File: src/rtl/gray_conv_arbiter.sv
// Round-robin arbiter sharing one registered binary/Gray converter
// between four requesters, with a tagged valid/ready result port.
module gray_conv_arbiter #(
   parameter int WIDTH = 4
) (
   input  logic                 clk,
   input  logic                 rst,
   input  logic [3:0]           req,
   input  logic [4*WIDTH-1:0]   req_data,
   input  logic [3:0]           req_mode,
   output logic [3:0]           gnt,
   output logic                 rsp_valid,
   output logic [1:0]           rsp_id,
   output logic [WIDTH-1:0]     rsp_data,
   input  logic                 rsp_ready,
   output logic                 busy,
   output logic [15:0]          conv_count
);

   typedef enum logic {
      EMPTY = 1'b0,
      FULL  = 1'b1
   } state_t;

   state_t             r_state;
   logic               r_rsp_valid;
   logic [1:0]         r_rsp_id;
   logic [WIDTH-1:0]   r_rsp_data;
   logic [1:0]         r_ptr;
   logic [15:0]        r_count;

   logic               w_accept;
   logic               w_hs;
   logic               w_any;
   logic [1:0]         w_idx;
   logic [1:0]         w_cand;
   logic [WIDTH-1:0]   w_sel_data;
   logic               w_sel_mode;
   logic [WIDTH-1:0]   w_conv;

   function automatic logic [WIDTH-1:0] bin2gray(
      input logic [WIDTH-1:0] b
   );
      return b ^ (b >> 1);
   endfunction

   function automatic logic [WIDTH-1:0] gray2bin(
      input logic [WIDTH-1:0] g
   );
      logic [WIDTH-1:0] b;
      b[WIDTH-1] = g[WIDTH-1];
      for (int i = WIDTH - 2; i >= 0; i--) begin
         b[i] = b[i+1] ^ g[i];
      end
      return b;
   endfunction

   assign w_hs     = r_rsp_valid & rsp_ready;
   assign w_accept = ~rst & ((r_state == EMPTY) | w_hs);

   // Rotating search starting at r_ptr; first set request wins.
   always_comb begin
      w_any  = 1'b0;
      w_idx  = r_ptr;
      w_cand = r_ptr;
      for (int i = 0; i < 4; i++) begin
         w_cand = r_ptr + 2'(i);
         if (!w_any && req[w_cand]) begin
            w_any = 1'b1;
            w_idx = w_cand;
         end
      end
      w_any = w_any & w_accept;
   end

   assign gnt = w_any ? (4'b0001 << w_idx) : 4'b0000;

   assign w_sel_data = req_data[w_idx*WIDTH +: WIDTH];
   assign w_sel_mode = req_mode[w_idx];
   assign w_conv     = w_sel_mode ? gray2bin(w_sel_data)
                                  : bin2gray(w_sel_data);

   always_ff @(posedge clk) begin
      if (rst) begin
         r_state     <= EMPTY;
         r_rsp_valid <= 1'b0;
         r_rsp_id    <= 2'd0;
         r_rsp_data  <= '0;
         r_ptr       <= 2'd0;
         r_count     <= 16'd0;
      end else begin
         if (w_hs && r_count != 16'hFFFF) begin
            r_count <= r_count + 16'd1;
         end
         // A new grant may load in the same edge the old result retires.
         if (w_any) begin
            r_state     <= FULL;
            r_rsp_valid <= 1'b1;
            r_rsp_id    <= w_idx;
            r_rsp_data  <= w_conv;
            r_ptr       <= w_idx + 2'd1;
         end else if (w_hs) begin
            r_state     <= EMPTY;
            r_rsp_valid <= 1'b0;
         end
      end
   end

   assign rsp_valid  = r_rsp_valid;
   assign rsp_id     = r_rsp_id;
   assign rsp_data   = r_rsp_data;
   assign conv_count = r_count;
   assign busy       = r_rsp_valid | (|req);

endmodule
File: config.mk
export PLATFORM = sky130hd
export DESIGN_NAME = gray_conv_arbiter
export DESIGN_NICKNAME = d
export VERILOG_FILES = /design/src/rtl/gray_conv_arbiter.sv
export SDC_FILE = /design/constraint.sdc
export NUM_CORES = 1
export LEC_CHECK = 0
export CORE_MARGIN = 5
export CORE_UTILIZATION = 39
export DETAILED_ROUTE_END_ITERATION = 8
export HOLD_SLACK_MARGIN = 0.02
export PLACE_DENSITY_LB_ADDON = 0.2
export RECOVER_POWER = 100
export SETUP_SLACK_MARGIN = 0.15
export SYNTH_ARGS = -nofsm -noshare
export SYNTH_HDL_FRONTEND = slang
export SYNTH_SLANG_ARGS = --single-unit
File: constraint.sdc
create_clock -name clk -period 2.1 [get_ports clk]
set_input_delay 0.21 -clock clk [delete_from_list [all_inputs] [get_ports clk]]
set_output_delay 0.21 -clock clk [all_outputs]
set_load 0.01 [all_outputs]
==> results.sh, run 1 <==
export IMPL_first_global_vias=1535
export IMPL_via_count=1422
export IMPL_failed_checks="setup timing"
export IMPL_critical_path_endpoint_type="register"
export IMPL_dp_hpwl_um=2888
export IMPL_rrSetupSlack_ps=-130
export IMPL_clockRootBuffer="sky130_fd_sc_hd__clkbuf_4"
export IMPL_synth_nets=200
export IMPL_detail_route_antenna_nets=0
export IMPL_design_portCount=55
export IMPL_grt_first_pass_wirelength_um=6900
export IMPL_grt_setup_unrepaired="true"
export IMPL_layout_worst_path_cycle_share_pct=106.4
export IMPL_clock_path_buffers=2
export IMPL_peak_supply_drop_mv=0.3665
export IMPL_seq_area_frac_synth_pct=35.87
export IMPL_cellPowerDensity_nw_per_um2=627.7
export IMPL_fmax_achieved_mhz=447.5
export IMPL_worst_r2r_startpoint="r_ptr[1]"
export IMPL_depth_of_the_worst_hold_timing_path=2
export IMPL_routed_via_density=4.955
export IMPL_num_fill_cells=295
export IMPL_grt_start_max_net_pins=26
export IMPL_dominantRegCellSynth="sky130_fd_sc_hd__dfxtp_1"
export IMPL_synth_seq_cells=25
export IMPL_worst_slack_ps=-134.6
export IMPL_dieArea_um2=4873
export IMPL_critPathLaunchType="input port"
export IMPL_signal_arrival_time_at_the_worst_endpoint_ps=2500
export IMPL_drt_drc_violations_left=0
export IMPL_synthCells=168
export IMPL_detailed_place_area_um2=2085
export IMPL_async_reset_ff_share_pct=0
export IMPL_finalSetupViolCount=5
export IMPL_crit_reg2reg_capture="rsp_data[0]"
export IMPL_yosysWarnings=0
export IMPL_synthesized_area_divided_by_synthesized_cell_count_um2=8.304
export IMPL_worst_reg2reg_path_depth=9
export IMPL_final_weighted_congestion_of_routability_driven_global_placement=0.7858
export IMPL_h_tree_depth=1
export IMPL_hold_startpoint="rsp_id[1]"
export IMPL_drt_pre_antenna_iters=4
export IMPL_power_leakage_nw=0.8967
export IMPL_floorplan_initialDensity_pct=41.16
export IMPL_placeableCoreArea_um2=3390
export IMPL_postLayoutCoreUtil_pct=66.26
export IMPL_synth_cell_type_count=39
export IMPL_ctsHoldBuffers=0
export IMPL_period_minus_slack_ps=2235
export IMPL_max_cap_violations=0
export IMPL_cp_data_required_time_ps=2360
export IMPL_die_h_um=69.81
export IMPL_detailedRoute_firstIterationViolations=18
export IMPL_drive_gt1_share_pct=25.31
export IMPL_route_detailed_wl_per_inst_um=13.71
export IMPL_clkSinkCount=25
export IMPL_run_status="finished with violations"
export IMPL_transition_time_at_the_pin_with_the_least_slew_margin_ps=448.6
export IMPL_hold_path_class="register to register"
export IMPL_clock_insertion_delay_worst_skew_ps=310
export IMPL_worst_clock_skew_ps=8.040
export IMPL_worstHoldEndpoint="rsp_id[1]"
export IMPL_post_synth_instance_area_um2=1395
export IMPL_synth_top_cell_area_share_pct=35.87
export IMPL_layout_area_overhead_vs_synth_pct=60.99
export IMPL_netlist_top_cell_by_area="sky130_fd_sc_hd__dfxtp_1"
export IMPL_globalRouteOverflowTotal=0
export IMPL_cts_reportedPaths_clkPinSlew_ps=130
export IMPL_fp_dieW_um=69.81
export IMPL_synthTopCellsByArea="sky130_fd_sc_hd__dfxtp_1, sky130_fd_sc_hd__xor2_1, sky130_fd_sc_hd__nand2_1, sky130_fd_sc_hd__nor2_1, sky130_fd_sc_hd__ha_1"
export IMPL_buffer_ports_inserted=54
export IMPL_std_cell_rows=21
export IMPL_hold_viol=0
export IMPL_tritoncts="done"
export IMPL_mostFrequentLayoutCell="sky130_fd_sc_hd__clkdlybuf4s50_1"
export IMPL_critical_path_class="input port to register"
export IMPL_grt_antenna_before_repair=0
export IMPL_synth_edff_count=0
export IMPL_path_max_fanout=6
export IMPL_final_design_area_excluding_fillers_um2=2246
export IMPL_number_of_nets_in_the_finished_design=274
export IMPL_layout_common_cells="sky130_fd_sc_hd__clkdlybuf4s50_1, sky130_fd_sc_hd__nor2_1, sky130_fd_sc_hd__buf_4"
export IMPL_grt_total_usage_pct=16.69
export IMPL_slew_headroom_pct=69.86
export IMPL_timing_max_transition_violations_final=0
export IMPL_antenna_cells_inserted=0
export IMPL_cts_buffers=3
export IMPL_wirelength_um=3935
worst max path at each step:
stage | slack (ps) | endpoint | from
after global placement | -670 | rsp_data[0] | req[3]
final | -130 | rsp_data[0] | req[2]
after global routing | -250 | rsp_data[0] | req[1]
after detailed placement | -750 | rsp_data[0] | req[3]
after CTS | -150 | rsp_data[0] | r_ptr[1]
after floorplan | -140 | rsp_data[0] | r_ptr[1]
area by class of cell:
type,instances,area (µm²),share of cell area (%)
multi-input cells,132,918.4,40.89
clock buffers,3,22.52,1.003
flip-flops and latches,25,515.5,22.95
repair buffers,76,701.9,31.25
repair inverters,1,6.256,0.2786
inverters,3,18.77,0.8357
well taps,46,57.56,2.563
clock inverters,1,5.005,0.2228
flip-flops by register name (all words and copies together), names as in the netlist:
register and flops:
conv_count 16, rsp_data 4, r_ptr 2, rsp_id 2, rsp_valid 1
per-stage QoR:
step,TNS [ps],power [W],hold WS (ps),setup slack [ps],instances
3_5_place_dp,-4775,0.001134,485.1,-749.6,275
2_1_floorplan,-144.5,0.0008843,431.2,-144.5,168
5_1_grt,-973.0,0.001511,517.9,-246.9,287
4_1_cts,-403.6,0.001397,511.0,-151.0,286
3_3_place_gp,-4343,0.001124,468.8,-667.1,275
6_report,-390.3,0.001410,507.0,-134.6,287
logic make-up after synthesis:
group	count (synthesis)	synth area share (%)
adders and majority gates	5	4.484
DFF	25	35.87
xor gates and xnor gates	19	11.93
and+or+nand+nor	82	30.05
buffers and inverters	11	4.124
AOI/OAI and AO/OA	22	10.58
muxes	4	2.960
where the power goes:
group          total [W]  internal (W)  switching (W)
combinational   0.000660      0.000366       0.000294
sequential      0.000546      0.000519      0.0000274
clock           0.000203     0.0000711       0.000132
per-layer routing:
| metal | part of all wire, % | vias to the layer above | global-route usage (%) |
|---|---|---|---|
| li1 | - | 722 | - |
| met5 | 0 | - | 0 |
| met1 | 43 | 652 | 19.36 |
| met4 | 1.4 | 0 | 5.319 |
| met2 | 48 | 42 | 29.59 |
| met3 | 6.6 | 6 | 4.348 |
critical path: stages:
cell and delay (ps):
sky130_fd_sc_hd__clkdlybuf4s50_1 480, sky130_fd_sc_hd__nor3_1 50, sky130_fd_sc_hd__or4_1 470, sky130_fd_sc_hd__and2_4 190
sky130_fd_sc_hd__inv_8 70, sky130_fd_sc_hd__nand2_2 50, sky130_fd_sc_hd__a32o_2 280, sky130_fd_sc_hd__xnor2_2 140
sky130_fd_sc_hd__or4_1 470, sky130_fd_sc_hd__nand3_1 80
synth_stat cells (2+ instances only):
master / number
sky130_fd_sc_hd__dfxtp_1: 25
sky130_fd_sc_hd__xnor2_1: 6
sky130_fd_sc_hd__and2_1: 4
sky130_fd_sc_hd__a21oi_1: 6
sky130_fd_sc_hd__and4_1: 2
sky130_fd_sc_hd__mux2i_1: 3
sky130_fd_sc_hd__nand4_1: 5
sky130_fd_sc_hd__nor3_1: 3
sky130_fd_sc_hd__o21ai_0: 7
sky130_fd_sc_hd__nand3b_1: 6
sky130_fd_sc_hd__xor2_1: 13
sky130_fd_sc_hd__nor2b_1: 5
sky130_fd_sc_hd__buf_6: 2
sky130_fd_sc_hd__clkbuf_1: 4
sky130_fd_sc_hd__or4_1: 2
sky130_fd_sc_hd__inv_1: 2
sky130_fd_sc_hd__a32o_2: 2
sky130_fd_sc_hd__nor2_1: 21
sky130_fd_sc_hd__nand3_1: 6
sky130_fd_sc_hd__nand2_1: 21
sky130_fd_sc_hd__ha_1: 5
repair_timing:
item,CTS,global route
endpoints found under the hold margin,0,0
resized for setup,36,11
cloned,1,0
pin swaps,4,3
setup endpoints to repair,11,12
setup buffers,6,1
No activity file was read; power rests on OpenSTA's default activity.
==> inputs of run 2 (changes only) <==
--- a/config.mk
+++ b/config.mk
@@ -9,7 +9,7 @@
 export CORE_UTILIZATION = 39
 export DETAILED_ROUTE_END_ITERATION = 8
 export HOLD_SLACK_MARGIN = 0.02
-export PLACE_DENSITY_LB_ADDON = 0.2
+export PLACE_DENSITY = 0.76
 export RECOVER_POWER = 100
 export SETUP_SLACK_MARGIN = 0.15
 export SYNTH_ARGS = -nofsm -noshare
==> run 2 against run 1 <==
  * The run still ends with setup timing left
  * Design area grew 1.7%
  * Count of clock-buffer cells in the layout up 1
  * Power is 0.42% higher
  * Worst hold slack lost 24 ps
  * Via count increased by 2.5%
  * Worst setup slack lost 57 ps
  * Combinational power about the same
  * Sequential share of layout area hardly changed
  * Core utilization rose by 1.1 points
  * Die area did not move
  * Critical path depth is 1 lower
  * First-iteration DRC count rose to 3.7 times the previous value
==> results.sh, run 2 (synthesis results as in run 1) <==
export IMPL_std_cell_rows=21
export IMPL_worst_reg2reg_path_depth=9
export IMPL_wl_met1_um=1738
export IMPL_dp_hpwl_um=2709
export IMPL_power_share_sequential_pct=38.6
export IMPL_dr_wl_met2_um=1894
export IMPL_via_count=1458
export IMPL_cts_reportedPaths_clkPinSlew_ps=130
export IMPL_run_status="finished with violations"
export IMPL_depth_of_the_worst_hold_timing_path=2
export IMPL_critical_path_class="register to register"
export IMPL_layout_area_overhead_vs_synth_pct=63.68
export IMPL_globalRouteOverflowTotal=0
export IMPL_met3RoutedLength_um=262
export IMPL_power_total_w=0.001416
export IMPL_detailedRoute_firstIterationViolations=66
export IMPL_grt_setup_unrepaired="true"
export IMPL_drive_gt1_share_pct=25.70
export IMPL_transition_time_at_the_pin_with_the_least_slew_margin_ps=759.7
export IMPL_tritoncts="done"
export IMPL_path_max_fanout=11
export IMPL_detail_route_antenna_nets=0
export IMPL_die_h_um=69.81
export IMPL_cp_data_required_time_ps=2360
export IMPL_h_tree_depth=1
export IMPL_mostFrequentLayoutCell="sky130_fd_sc_hd__clkdlybuf4s50_1"
export IMPL_worstHoldEndpoint="rsp_data[3]"
export IMPL_final_design_area_excluding_fillers_um2=2283
export IMPL_max_cap_violations=0
export IMPL_highest_signal_layer="met4"
export IMPL_rrSetupSlack_ps=-190
export IMPL_period_minus_slack_ps=2292
export IMPL_floorplan_initialDensity_pct=41.16
export IMPL_hold_path_class="register to register"
export IMPL_peak_supply_drop_mv=0.3166
export IMPL_final_weighted_congestion_of_routability_driven_global_placement=0.8509
export IMPL_finalSetupViolCount=5
export IMPL_clkSinkCount=25
export IMPL_critPathMaxStageDelay_ps=490
export IMPL_wirelength_um=3908
export IMPL_failed_checks="setup timing"
export IMPL_worst_clock_skew_ps=10.18
export IMPL_cell_internal_pwr_w=0.0009611
export IMPL_layout_common_cells="sky130_fd_sc_hd__clkdlybuf4s50_1, sky130_fd_sc_hd__buf_4, sky130_fd_sc_hd__nor2_1"
export IMPL_timing_max_transition_violations_final=0
export IMPL_drt_pre_antenna_iters=4
export IMPL_worst_slack_ps=-191.6
export IMPL_design_portCount=55
export IMPL_number_of_nets_in_the_finished_design=282
export IMPL_buffer_ports_inserted=54
export IMPL_route_detailed_wl_per_inst_um=13.25
export IMPL_grt_antenna_before_repair=0
export IMPL_crit_reg2reg_capture="rsp_data[0]"
export IMPL_critical_path_endpoint_type="register"
export IMPL_largest_reg_flops=16
export IMPL_layout_worst_path_cycle_share_pct=109.1
export IMPL_first_global_vias=1459
export IMPL_signal_arrival_time_at_the_worst_endpoint_ps=2560
export IMPL_grt_first_pass_wirelength_um=6561
export IMPL_grt_total_usage_pct=15.86
export IMPL_critical_path_top_cell_by_count="sky130_fd_sc_hd__or4_1"
export IMPL_final_hold_worst_slack_ps=483.4
export IMPL_fp_dieW_um=69.81
export IMPL_cts_buffers=3
export IMPL_cellPowerDensity_nw_per_um2=620.0
export IMPL_hold_startpoint="rsp_data[3]"
export IMPL_slew_headroom_pct=48.96
export IMPL_antenna_cells_inserted=0
export IMPL_worst_r2r_startpoint="r_ptr[1]"
export IMPL_postLayoutCoreUtil_pct=67.37
export IMPL_clock_path_buffers=2
export IMPL_dieArea_um2=4873
export IMPL_timing_critical_path_slowest_stage_cell="sky130_fd_sc_hd__or4_1"
export IMPL_critPathLaunchType="register"
export IMPL_cp_cell_sequence="and3b_1, or4_1, and2_4, buf_8, a21oi_2, a32o_2, xnor2_2, or4_1, nand3_2"
export IMPL_netSwitchingPower_w=0.0004545
export IMPL_fmax_achieved_mhz=436.4
export IMPL_comb_power_share_pct=46.7
export IMPL_drt_drc_violations_left=0
export IMPL_clockRootBuffer="sky130_fd_sc_hd__clkbuf_4"
export IMPL_hold_viol=0
export IMPL_grt_start_max_net_pins=27
export IMPL_power_switching_share_pct=32.11
export IMPL_detailed_place_area_um2=2130
export IMPL_clock_insertion_delay_worst_skew_ps=310
export IMPL_placeableCoreArea_um2=3390
export IMPL_routed_via_density=4.942
export IMPL_dp_slack_ps=-677.5
export IMPL_pwr_share_clk_pct=14.7
export IMPL_power_leakage_nw=0.9580
## run 2: worst max-delay path by stage
stage | startpoint | end | slack [ps] | cells past startpoint
CTS | r_ptr[1] | rsp_data[0] | -150 | 9
detailed placement | req[0] | rsp_data[0] | -680 | 10
floorplan | r_ptr[1] | rsp_data[0] | -140 | 10
finish | r_ptr[1] | rsp_data[0] | -190 | 9
global placement | req[0] | rsp_data[0] | -610 | 10
global route | r_ptr[1] | rsp_data[0] | -270 | 9
## run 2: routing by layer
| layer | GRT usage [%] | vias up |
|---|---|---|
| met5 | 0 | - |
| met4 | 2.553 | 0 |
| met3 | 4.203 | 2 |
| met2 | 26.44 | 49 |
| met1 | 20.79 | 664 |
| li1 | - | 743 |
## run 2: through the flow
step	instances	setup TNS [ps]
2_1_floorplan	168	-144.5
3_3_place_gp	281	-3966
3_5_place_dp	281	-4378
4_1_cts	291	-534.1
5_1_grt	295	-1162
6_report	295	-584.5
## run 2: layout make-up
cell class	count	area, µm²
flip-flops and latches	25	523.0
clock buffers	4	26.28
multi-input cells	132	895.9
well taps	46	57.56
fillers	283	1106
inverters	3	18.77
repair buffers	84	755.7
repair inverters	1	6.256
## run 2: power by group through the flow
stage          Combinational (W)  Sequential (W)  Clock, W
3_3_place_gp            0.000590        0.000558         0
3_5_place_dp            0.000594        0.000559         0
6_report                0.000661        0.000547  0.000208
5_1_grt                 0.000729        0.000551  0.000243
4_1_cts                 0.000633        0.000548  0.000220
2_1_floorplan           0.000310        0.000574         0
## run 2: repair_timing
item | 4_1_cts | 5_1_grt
pin swaps | 3 | 3
cloned | 1 | 0
hold buffers | 0 | 0
resized for setup | 33 | 11
setup endpoints to repair | 11 | 13
buffers inserted | 5 | 4
## run 2: critical path, delay by kind of cell (launching register included)
family                 cells  cell delay, ps
buffers and inverters      1             150
flip-flops                 1             380
AND/OR/NAND/NOR            5            1320
AO/OA/AOI/OAI              2             310
XOR/XNOR                   1              80
==> inputs of run 3 (changes only) <==
--- a/config.mk
+++ b/config.mk
@@ -7,6 +7,7 @@
 export LEC_CHECK = 0
 export CORE_MARGIN = 5
 export CORE_UTILIZATION = 39
+export CTS_CLUSTER_SIZE = 24
 export DETAILED_ROUTE_END_ITERATION = 8
 export HOLD_SLACK_MARGIN = 0.02
 export PLACE_DENSITY = 0.76
==> results of run 3 <==
The final DEF is identical to that of run 2; final timing and power are the same.
